==> config.mk <==
export PLATFORM = sky130hd
export DESIGN_NAME = mtf_neuron_seq_flat
export DESIGN_NICKNAME = d
export VERILOG_FILES = /design/src/rtl/mtf_neuron_seq_if.sv /design/src/rtl/mtf_neuron_seq.sv /design/src/flat_wrapper.sv
export SDC_FILE = /design/constraint.sdc
export NUM_CORES = 2
export LEC_CHECK = 0
export ABC_AREA = 1
export CAP_MARGIN = 20
export CORE_MARGIN = 10
export CORE_UTILIZATION = 40
export CTS_CLUSTER_SIZE = 25
export DETAILED_ROUTE_END_ITERATION = 12
export GPL_TIMING_DRIVEN = 0
export PLACE_DENSITY = 0.61
export SETUP_SLACK_MARGIN = 0.1
export SLEW_MARGIN = 30
export SYNTH_ARGS = -nofsm -noshare
export SYNTH_HDL_FRONTEND = slang
export SYNTH_SLANG_ARGS = --single-unit
==> constraint.sdc <==
create_clock -name clk -period 14.06 [get_ports clk]
set_clock_uncertainty 0.15 [all_clocks]
set_input_delay 1.406 -clock clk [delete_from_list [all_inputs] [get_ports clk]]
set_output_delay 1.406 -clock clk [all_outputs]
set_load 0.01 [all_outputs]
==> src/rtl/mtf_neuron_seq_if.sv <==
// Bus bundle for mtf_neuron_seq: update request and operands in, membrane/spike results out.
interface mtf_neuron_seq_if #(
  parameter int unsigned W      = 16,
  parameter int unsigned NUM_TS = 4,
  parameter int unsigned CNT_W  = 16
);
  logic                    tick;
  logic signed [W-1:0]     i_ext;
  logic signed [W-1:0]     thresh;
  logic [NUM_TS*W-1:0]     alpha;
  logic [NUM_TS*W-1:0]     delta;
  logic                    busy;
  logic                    out_valid;
  logic                    spike;
  logic signed [W-1:0]     voltage;
  logic [NUM_TS*W-1:0]     x_state;
  logic [CNT_W-1:0]        spike_count;
  logic                    tick_dropped;

  modport master (
    output tick, i_ext, thresh, alpha, delta,
    input  busy, out_valid, spike, voltage, x_state, spike_count, tick_dropped
  );

  modport slave (
    input  tick, i_ext, thresh, alpha, delta,
    output busy, out_valid, spike, voltage, x_state, spike_count, tick_dropped
  );
endinterface

==> src/rtl/mtf_neuron_seq.sv <==
// Multi-timescale-feedback neuron. Feedback terms alpha_k*sat(x_k - delta_k) are accumulated
// one per cycle on a single multiplier, then membrane, timescale states and spike are updated.
module mtf_neuron_seq #(
  parameter int unsigned         W            = 16,
  parameter int unsigned         FRAC         = 8,
  parameter int unsigned         NUM_TS       = 4,
  parameter logic [4*NUM_TS-1:0] TAU_SHIFTS   = {4'd6, 4'd4, 4'd2, 4'd1},
  parameter int unsigned         REFRAC_TICKS = 0,
  parameter int unsigned         CNT_W        = 16
) (
  input logic             clk,
  input logic             reset,
  mtf_neuron_seq_if.slave bus
);
  localparam int unsigned       AccW  = W + FRAC + $clog2(NUM_TS) + 2;
  localparam int unsigned       IdxW  = (NUM_TS > 1) ? $clog2(NUM_TS) : 1;
  localparam int unsigned       RefW  = (REFRAC_TICKS > 0) ? $clog2(REFRAC_TICKS + 1) : 1;
  localparam logic [IdxW-1:0]   KLast = IdxW'(NUM_TS - 1);
  localparam logic signed [W:0] SatHi = (W+1)'(2 ** FRAC);
  localparam logic signed [W:0] SatLo = -SatHi;

  typedef enum logic [1:0] {StIdle, StAccum, StUpdate} state_e;

  // Clamp a wide signed value into the W-bit two's complement range.
  function automatic logic signed [W-1:0] sat_w(input logic signed [AccW:0] val);
    logic signed [AccW:0] hi;
    logic signed [AccW:0] lo;
    hi = (AccW+1)'({1'b0, {(W-1){1'b1}}});
    lo = ~hi;
    if (val > hi) begin
      sat_w = {1'b0, {(W-1){1'b1}}};
    end else if (val < lo) begin
      sat_w = {1'b1, {(W-1){1'b0}}};
    end else begin
      sat_w = val[W-1:0];
    end
  endfunction

  state_e                    state_q, state_d;
  logic [IdxW-1:0]           k_q, k_d;
  logic signed [AccW-1:0]    acc_q, acc_d;
  logic signed [W-1:0]       i_ext_q, i_ext_d, thresh_q, thresh_d;
  logic [NUM_TS*W-1:0]       alpha_q, alpha_d, delta_q, delta_d;
  logic [NUM_TS-1:0][W-1:0]  x_q, x_d;
  logic signed [W-1:0]       voltage_q, voltage_d, prev_q, prev_d;
  logic [RefW-1:0]           refrac_q, refrac_d;
  logic [CNT_W-1:0]          count_q, count_d;
  logic                      out_valid_q, out_valid_d, spike_q, spike_d;
  logic                      tick_dropped_q, tick_dropped_d;

  logic signed [W-1:0]       x_sel, a_sel, d_sel;
  logic signed [W:0]         diff, s_clamp;
  logic signed [2*W:0]       prod;
  logic signed [AccW-1:0]    term;
  logic signed [AccW:0]      v_wide;
  logic signed [W-1:0]       v_new;
  logic signed [W-1:0]       x_cur;
  logic signed [W:0]         x_diff, x_step;
  logic signed [W+1:0]       x_sum;
  logic [NUM_TS-1:0][W-1:0]  x_new;
  logic                      cand;

  // Datapath: current feedback term, saturated membrane, leaked timescale states, crossing test.
  always_comb begin
    x_sel = '0;
    a_sel = '0;
    d_sel = '0;
    for (int i = 0; i < int'(NUM_TS); i++) begin
      if (int'(k_q) == i) begin
        x_sel = $signed(x_q[i]);
        a_sel = $signed(alpha_q[i*W +: W]);
        d_sel = $signed(delta_q[i*W +: W]);
      end
    end
    diff = {x_sel[W-1], x_sel} - {d_sel[W-1], d_sel};
    if (diff > SatHi) begin
      s_clamp = SatHi;
    end else if (diff < SatLo) begin
      s_clamp = SatLo;
    end else begin
      s_clamp = diff;
    end
    prod = (2*W+1)'(a_sel) * (2*W+1)'(s_clamp);
    term = AccW'(prod >>> FRAC);

    v_wide = (AccW+1)'(i_ext_q) - (AccW+1)'(acc_q);
    v_new  = sat_w(v_wide);

    x_new  = '0;
    x_cur  = '0;
    x_diff = '0;
    x_step = '0;
    x_sum  = '0;
    for (int i = 0; i < int'(NUM_TS); i++) begin
      x_cur    = $signed(x_q[i]);
      x_diff   = {v_new[W-1], v_new} - {x_cur[W-1], x_cur};
      x_step   = x_diff >>> TAU_SHIFTS[4*i +: 4];
      x_sum    = (W+2)'(x_cur) + (W+2)'(x_step);
      x_new[i] = sat_w((AccW+1)'(x_sum));
    end

    cand = (v_new >= thresh_q) && (prev_q < thresh_q);
  end

  // Sequencer: latch operands on tick, accumulate NUM_TS terms, then commit the update.
  always_comb begin
    state_d        = state_q;
    k_d            = k_q;
    acc_d          = acc_q;
    i_ext_d        = i_ext_q;
    thresh_d       = thresh_q;
    alpha_d        = alpha_q;
    delta_d        = delta_q;
    x_d            = x_q;
    voltage_d      = voltage_q;
    prev_d         = prev_q;
    refrac_d       = refrac_q;
    count_d        = count_q;
    out_valid_d    = 1'b0;
    spike_d        = 1'b0;
    tick_dropped_d = bus.tick && (state_q != StIdle);
    case (state_q)
      StIdle: begin
        if (bus.tick) begin
          i_ext_d  = bus.i_ext;
          thresh_d = bus.thresh;
          alpha_d  = bus.alpha;
          delta_d  = bus.delta;
          k_d      = '0;
          acc_d    = '0;
          state_d  = StAccum;
        end
      end
      StAccum: begin
        acc_d = acc_q + term;
        if (k_q == KLast) begin
          state_d = StUpdate;
        end else begin
          k_d = k_q + IdxW'(1);
        end
      end
      StUpdate: begin
        state_d     = StIdle;
        out_valid_d = 1'b1;
        voltage_d   = v_new;
        prev_d      = v_new;
        x_d         = x_new;
        // Suppression looks at the refractory count before this update's decrement.
        if (cand && (refrac_q == '0)) begin
          spike_d  = 1'b1;
          refrac_d = RefW'(REFRAC_TICKS);
          if (!(&count_q)) begin
            count_d = count_q + CNT_W'(1);
          end
        end else if (refrac_q != '0) begin
          refrac_d = refrac_q - RefW'(1);
        end
      end
      default: state_d = StIdle;
    endcase
  end

  // State registers; reset aborts any update in flight.
  always_ff @(posedge clk or posedge reset) begin
    if (reset) begin
      state_q        <= StIdle;
      k_q            <= '0;
      acc_q          <= '0;
      i_ext_q        <= '0;
      thresh_q       <= '0;
      alpha_q        <= '0;
      delta_q        <= '0;
      x_q            <= '0;
      voltage_q      <= '0;
      prev_q         <= '0;
      refrac_q       <= '0;
      count_q        <= '0;
      out_valid_q    <= 1'b0;
      spike_q        <= 1'b0;
      tick_dropped_q <= 1'b0;
    end else begin
      state_q        <= state_d;
      k_q            <= k_d;
      acc_q          <= acc_d;
      i_ext_q        <= i_ext_d;
      thresh_q       <= thresh_d;
      alpha_q        <= alpha_d;
      delta_q        <= delta_d;
      x_q            <= x_d;
      voltage_q      <= voltage_d;
      prev_q         <= prev_d;
      refrac_q       <= refrac_d;
      count_q        <= count_d;
      out_valid_q    <= out_valid_d;
      spike_q        <= spike_d;
      tick_dropped_q <= tick_dropped_d;
    end
  end

  assign bus.busy         = (state_q != StIdle);
  assign bus.out_valid    = out_valid_q;
  assign bus.spike        = spike_q;
  assign bus.voltage      = voltage_q;
  assign bus.x_state      = x_q;
  assign bus.spike_count  = count_q;
  assign bus.tick_dropped = tick_dropped_q;
endmodule
==> src/flat_wrapper.sv <==
// flat-port wrapper written by rule: the top's interface ports become plain ports
module mtf_neuron_seq_flat 
#(
  parameter int unsigned         W            = 16,
  parameter int unsigned         FRAC         = 8,
  parameter int unsigned         NUM_TS       = 4,
  parameter logic [4*NUM_TS-1:0] TAU_SHIFTS   = {4'd6, 4'd4, 4'd2, 4'd1},
  parameter int unsigned         REFRAC_TICKS = 0,
  parameter int unsigned         CNT_W        = 16
)
  (clk, reset, bus_tick, bus_i_ext, bus_thresh, bus_alpha, bus_delta, bus_busy, bus_out_valid, bus_spike, bus_voltage, bus_x_state, bus_spike_count, bus_tick_dropped);
  mtf_neuron_seq_if #(.W(W), .NUM_TS(NUM_TS), .CNT_W(CNT_W)) bus_i ();
  input logic clk;
  input logic reset;
  input wire logic [$bits(bus_i.tick)-1:0] bus_tick;
  input wire logic [$bits(bus_i.i_ext)-1:0] bus_i_ext;
  input wire logic [$bits(bus_i.thresh)-1:0] bus_thresh;
  input wire logic [$bits(bus_i.alpha)-1:0] bus_alpha;
  input wire logic [$bits(bus_i.delta)-1:0] bus_delta;
  output wire logic [$bits(bus_i.busy)-1:0] bus_busy;
  output wire logic [$bits(bus_i.out_valid)-1:0] bus_out_valid;
  output wire logic [$bits(bus_i.spike)-1:0] bus_spike;
  output wire logic [$bits(bus_i.voltage)-1:0] bus_voltage;
  output wire logic [$bits(bus_i.x_state)-1:0] bus_x_state;
  output wire logic [$bits(bus_i.spike_count)-1:0] bus_spike_count;
  output wire logic [$bits(bus_i.tick_dropped)-1:0] bus_tick_dropped;
  assign bus_i.tick = bus_tick;
  assign bus_i.i_ext = bus_i_ext;
  assign bus_i.thresh = bus_thresh;
  assign bus_i.alpha = bus_alpha;
  assign bus_i.delta = bus_delta;
  assign bus_busy = bus_i.busy;
  assign bus_out_valid = bus_i.out_valid;
  assign bus_spike = bus_i.spike;
  assign bus_voltage = bus_i.voltage;
  assign bus_x_state = bus_i.x_state;
  assign bus_spike_count = bus_i.spike_count;
  assign bus_tick_dropped = bus_i.tick_dropped;
  mtf_neuron_seq #(.W(W), .FRAC(FRAC), .NUM_TS(NUM_TS), .TAU_SHIFTS(TAU_SHIFTS), .REFRAC_TICKS(REFRAC_TICKS), .CNT_W(CNT_W)) u_core (.clk(clk), .reset(reset), .bus(bus_i));
endmodule
==> impl_results.md <==
* DP Worst Slack at -0.3101 ns
* Via count at between 30,000 and 40,000
* First-pass GRT wire length at around 190 mm
* Dpl hpwl at 102.2 mm
* Clock sink count at roughly 290
* Cell taking the most area after synthesis: dfrtp_1
* Unrepaired setup endpoints after global routing: no
* FILL cells at between 8,000 and 9,000
* Count leader, synth: nand2_1
* Sequential area share after synthesis at 0.2157
* Core Footprint at 83,690 um^2
* GR Overflow Total at 0
* Net count after synthesis at between 5,000 and 6,000
* Synth Warn # at 0
* Max Buffers Root-to-Sink at 3
* Hold depth at 2
* # setup viols final at 0
* Mean Syn Cell Area at between 7 and 8 um^2
* Crit-path max cell delay at 0.58 ns
* Port-buffer cells at 262
* # rows at around 110
* Worst Hold Class: reg2reg
* R2R cell count at around 60
* EDFF count, synth at 0
* Final Hold Fails at 0
* Die area at around 96,000 um^2
* Netlist cell types at roughly 60
* Post-layout min period at approximately 13 ns
* Required @ worst endpoint at 14.31 ns
* DRC at 0
* Pre-antenna DRT Iters at 6
* WS Path Type: reg2reg
* Vias in the first global route at 31,363
* Largest net degree at the start of global routing at ~80
* Top post-synthesis cells by count: 1,166 x nand2_1, 828 x inv_1, 408 x nor2_1
* Ys flop type: dfrtp_1
* GP Congestion at 0.9368
* Seq cells post-synth at a little under 300
* Yosys top cell area share at 0.2157
* Max-slew violation total from the final report at 0
* Detail Route Antenna Nets at 0
* Slowest library cell on the worst path: fa_1
* Status: completed
* Critical Path AT at ~14 ns
* H-tree levels at 2
* Die height at roughly 310 um
* Cell types occupying the most area after synthesis: dfrtp_1 22%, fa_1 17%, nand2_1 13%
* Slew HR at 0.3160
* Crit. End Element: flip-flop
* Synth Instances at 4,626
* Initial antenna violation count at 4
* Post-route clock period utilization at 0.9486
* Die width at about 310 um
* CP max FO at 10
* Number of vias per cell at 5.214
* Ports at between 200 and 300
* Root Driver: clkbuf_16
* Final worst setup slack at approximately 0.72 ns
* Worst slew pin tran at between 1 and 1.5 ns
* Drt initial violations at around 2,700
* CTS tree: built
* CTS buffer count at 37
* Starting Density at 0.4034
* Nets at between 5,000 and 6,000
* Ratio of cells with drive above 1 in the final layout at 0.03625
* Worst-Skew Late Latency at 0.57 ns
* Synth async-reset ratio at 1.000
* CP dominant cell by count: nand2_1
* Max Cap Viol at 0
* Wirelength per Cell at around 20 um
* Worst-path clk slew at 0.06 ns
* Total GRT Usage at 0.2480
* Critical Path Start Type: flip-flop
* Post-Route WL at 122.1 mm
* Area growth syn-to-layout at 16.58%
* Mapped Area at 33,760 um^2
* Highest Clock Rate at roughly 0.075 GHz
==> worst max-delay path: cells and delay by family (launching register included) <==
| family | cells | cell delay, ns |
|---|---|---|
| compound gates | 10 | 1.53 |
| xor+xnor | 2 | 0.54 |
| fa+ha+maj | 12 | 4.97 |
| buf+inv | 12 | 2.20 |
| flops | 1 | 0.40 |
| simple gates | 25 | 3.37 |
==> area by class of cell <==
cell class / count / area [um^2] / share of cell area
Antenna cell: 2 / 5.005 / 0.0001272
Buffer: 103 / 435.4 / 0.01106
Clock buffer: 45 / 1016 / 0.02581
Clock inverter: 20 / 232.7 / 0.005913
Inverter: 849 / 3229 / 0.08205
Multi-Input combinational cell: 3383 / 22940 / 0.5830
Sequential cell: 291 / 7282 / 0.1850
Tap cell: 1134 / 1419 / 0.03605
Timing Repair Buffer: 274 / 2793 / 0.07096
==> layout by cell type (no fill, tap or decap), types with 123 or more instances in the layout <==
cell and n:
nand2_1 1165, inv_1 824, nor2_1 405, a21oi_1 348, ha_1 313, dfrtp_1 291
fa_1 282, clkdlybuf4s50_1 262, o21ai_0 220, nand3_1 123
==> cells by family after synthesis <==
logic type               after synthesis  share of synthesized area
XOR/XNOR                             165                    0.04281
flip-flops                           291                     0.2157
AND/OR/NAND/NOR                     1835                     0.2199
AO/OA/AOI/OAI                        787                     0.1310
buffers and inverters                952                     0.1067
adder cells (fa/ha/maj)              596                     0.2838
==> per-stage QoR <==
step	TNS (ns)	util	cell area [um^2]	std cells	hold WS (ns)
final	0	0.4703	39360	6101	0.3225
after global routing	0	0.4702	39350	6099	0.3326
after CTS	0	0.4683	39190	6091	0.3250
after detailed placement	-1.090	0.4531	37920	6026	0.3100
after global placement	-12.36	0.4517	37800	6022	0.3028
after floorplan	0	-	33760	4626	0.2866
==> sequential cells by signal, summed over array words and instances (netlist names), 2 cells and up <==
name	cells
u_core.bus.spike_count	16
u_core.state_q	2
u_core.x_cur	16
u_core.bus.x_state	48
u_core.alpha_q	64
u_core.i_ext_q	16
u_core.thresh_q	16
u_core.bus.voltage	16
u_core.k_q	2
u_core.acc_q	28
u_core.delta_q	64
==> what timing repair did <==
item	in CTS	in global routing
pin swaps	0	2
buffers inserted	0	8
setup endpoints to repair	6	15
gates resized for setup	6	44
hold buffers	0	0
==> layer usage <==
layer,GRT usage,vias to the layer above,routed length [um]
li1,-,15286,-
met1,0.3581,15228,56680
met4,0.06357,8,3489
met2,0.3849,1120,53090
met3,0.03430,169,8748
met5,0,-,56
==> worst paths after layout <==
check,start,to,slack [ns]
worst max-delay path,u_core.k_q[1]$_DFFE_PP0P_,u_core.acc_q[25]$_DFFE_PP0P_,0.72
worst min-delay path,u_core.alpha_q[18]$_DFFE_PP0P_,u_core.alpha_q[18]$_DFFE_PP0P_,0.32
worst max register to register,u_core.k_q[1]$_DFFE_PP0P_,u_core.acc_q[25]$_DFFE_PP0P_,0.72
worst min register to register,u_core.alpha_q[18]$_DFFE_PP0P_,u_core.alpha_q[18]$_DFFE_PP0P_,0.32
max in group asynchronous,reset,u_core.delta_q[19]$_DFFE_PP0P_,11.55
min in group asynchronous,reset,u_core.bus.spike_count[4]$_DFFE_PP0P_,1.10
Power is left out: the tool's default activity adds up to more than one toggle a clock period on the data nets, which glitch-free logic cannot reach.
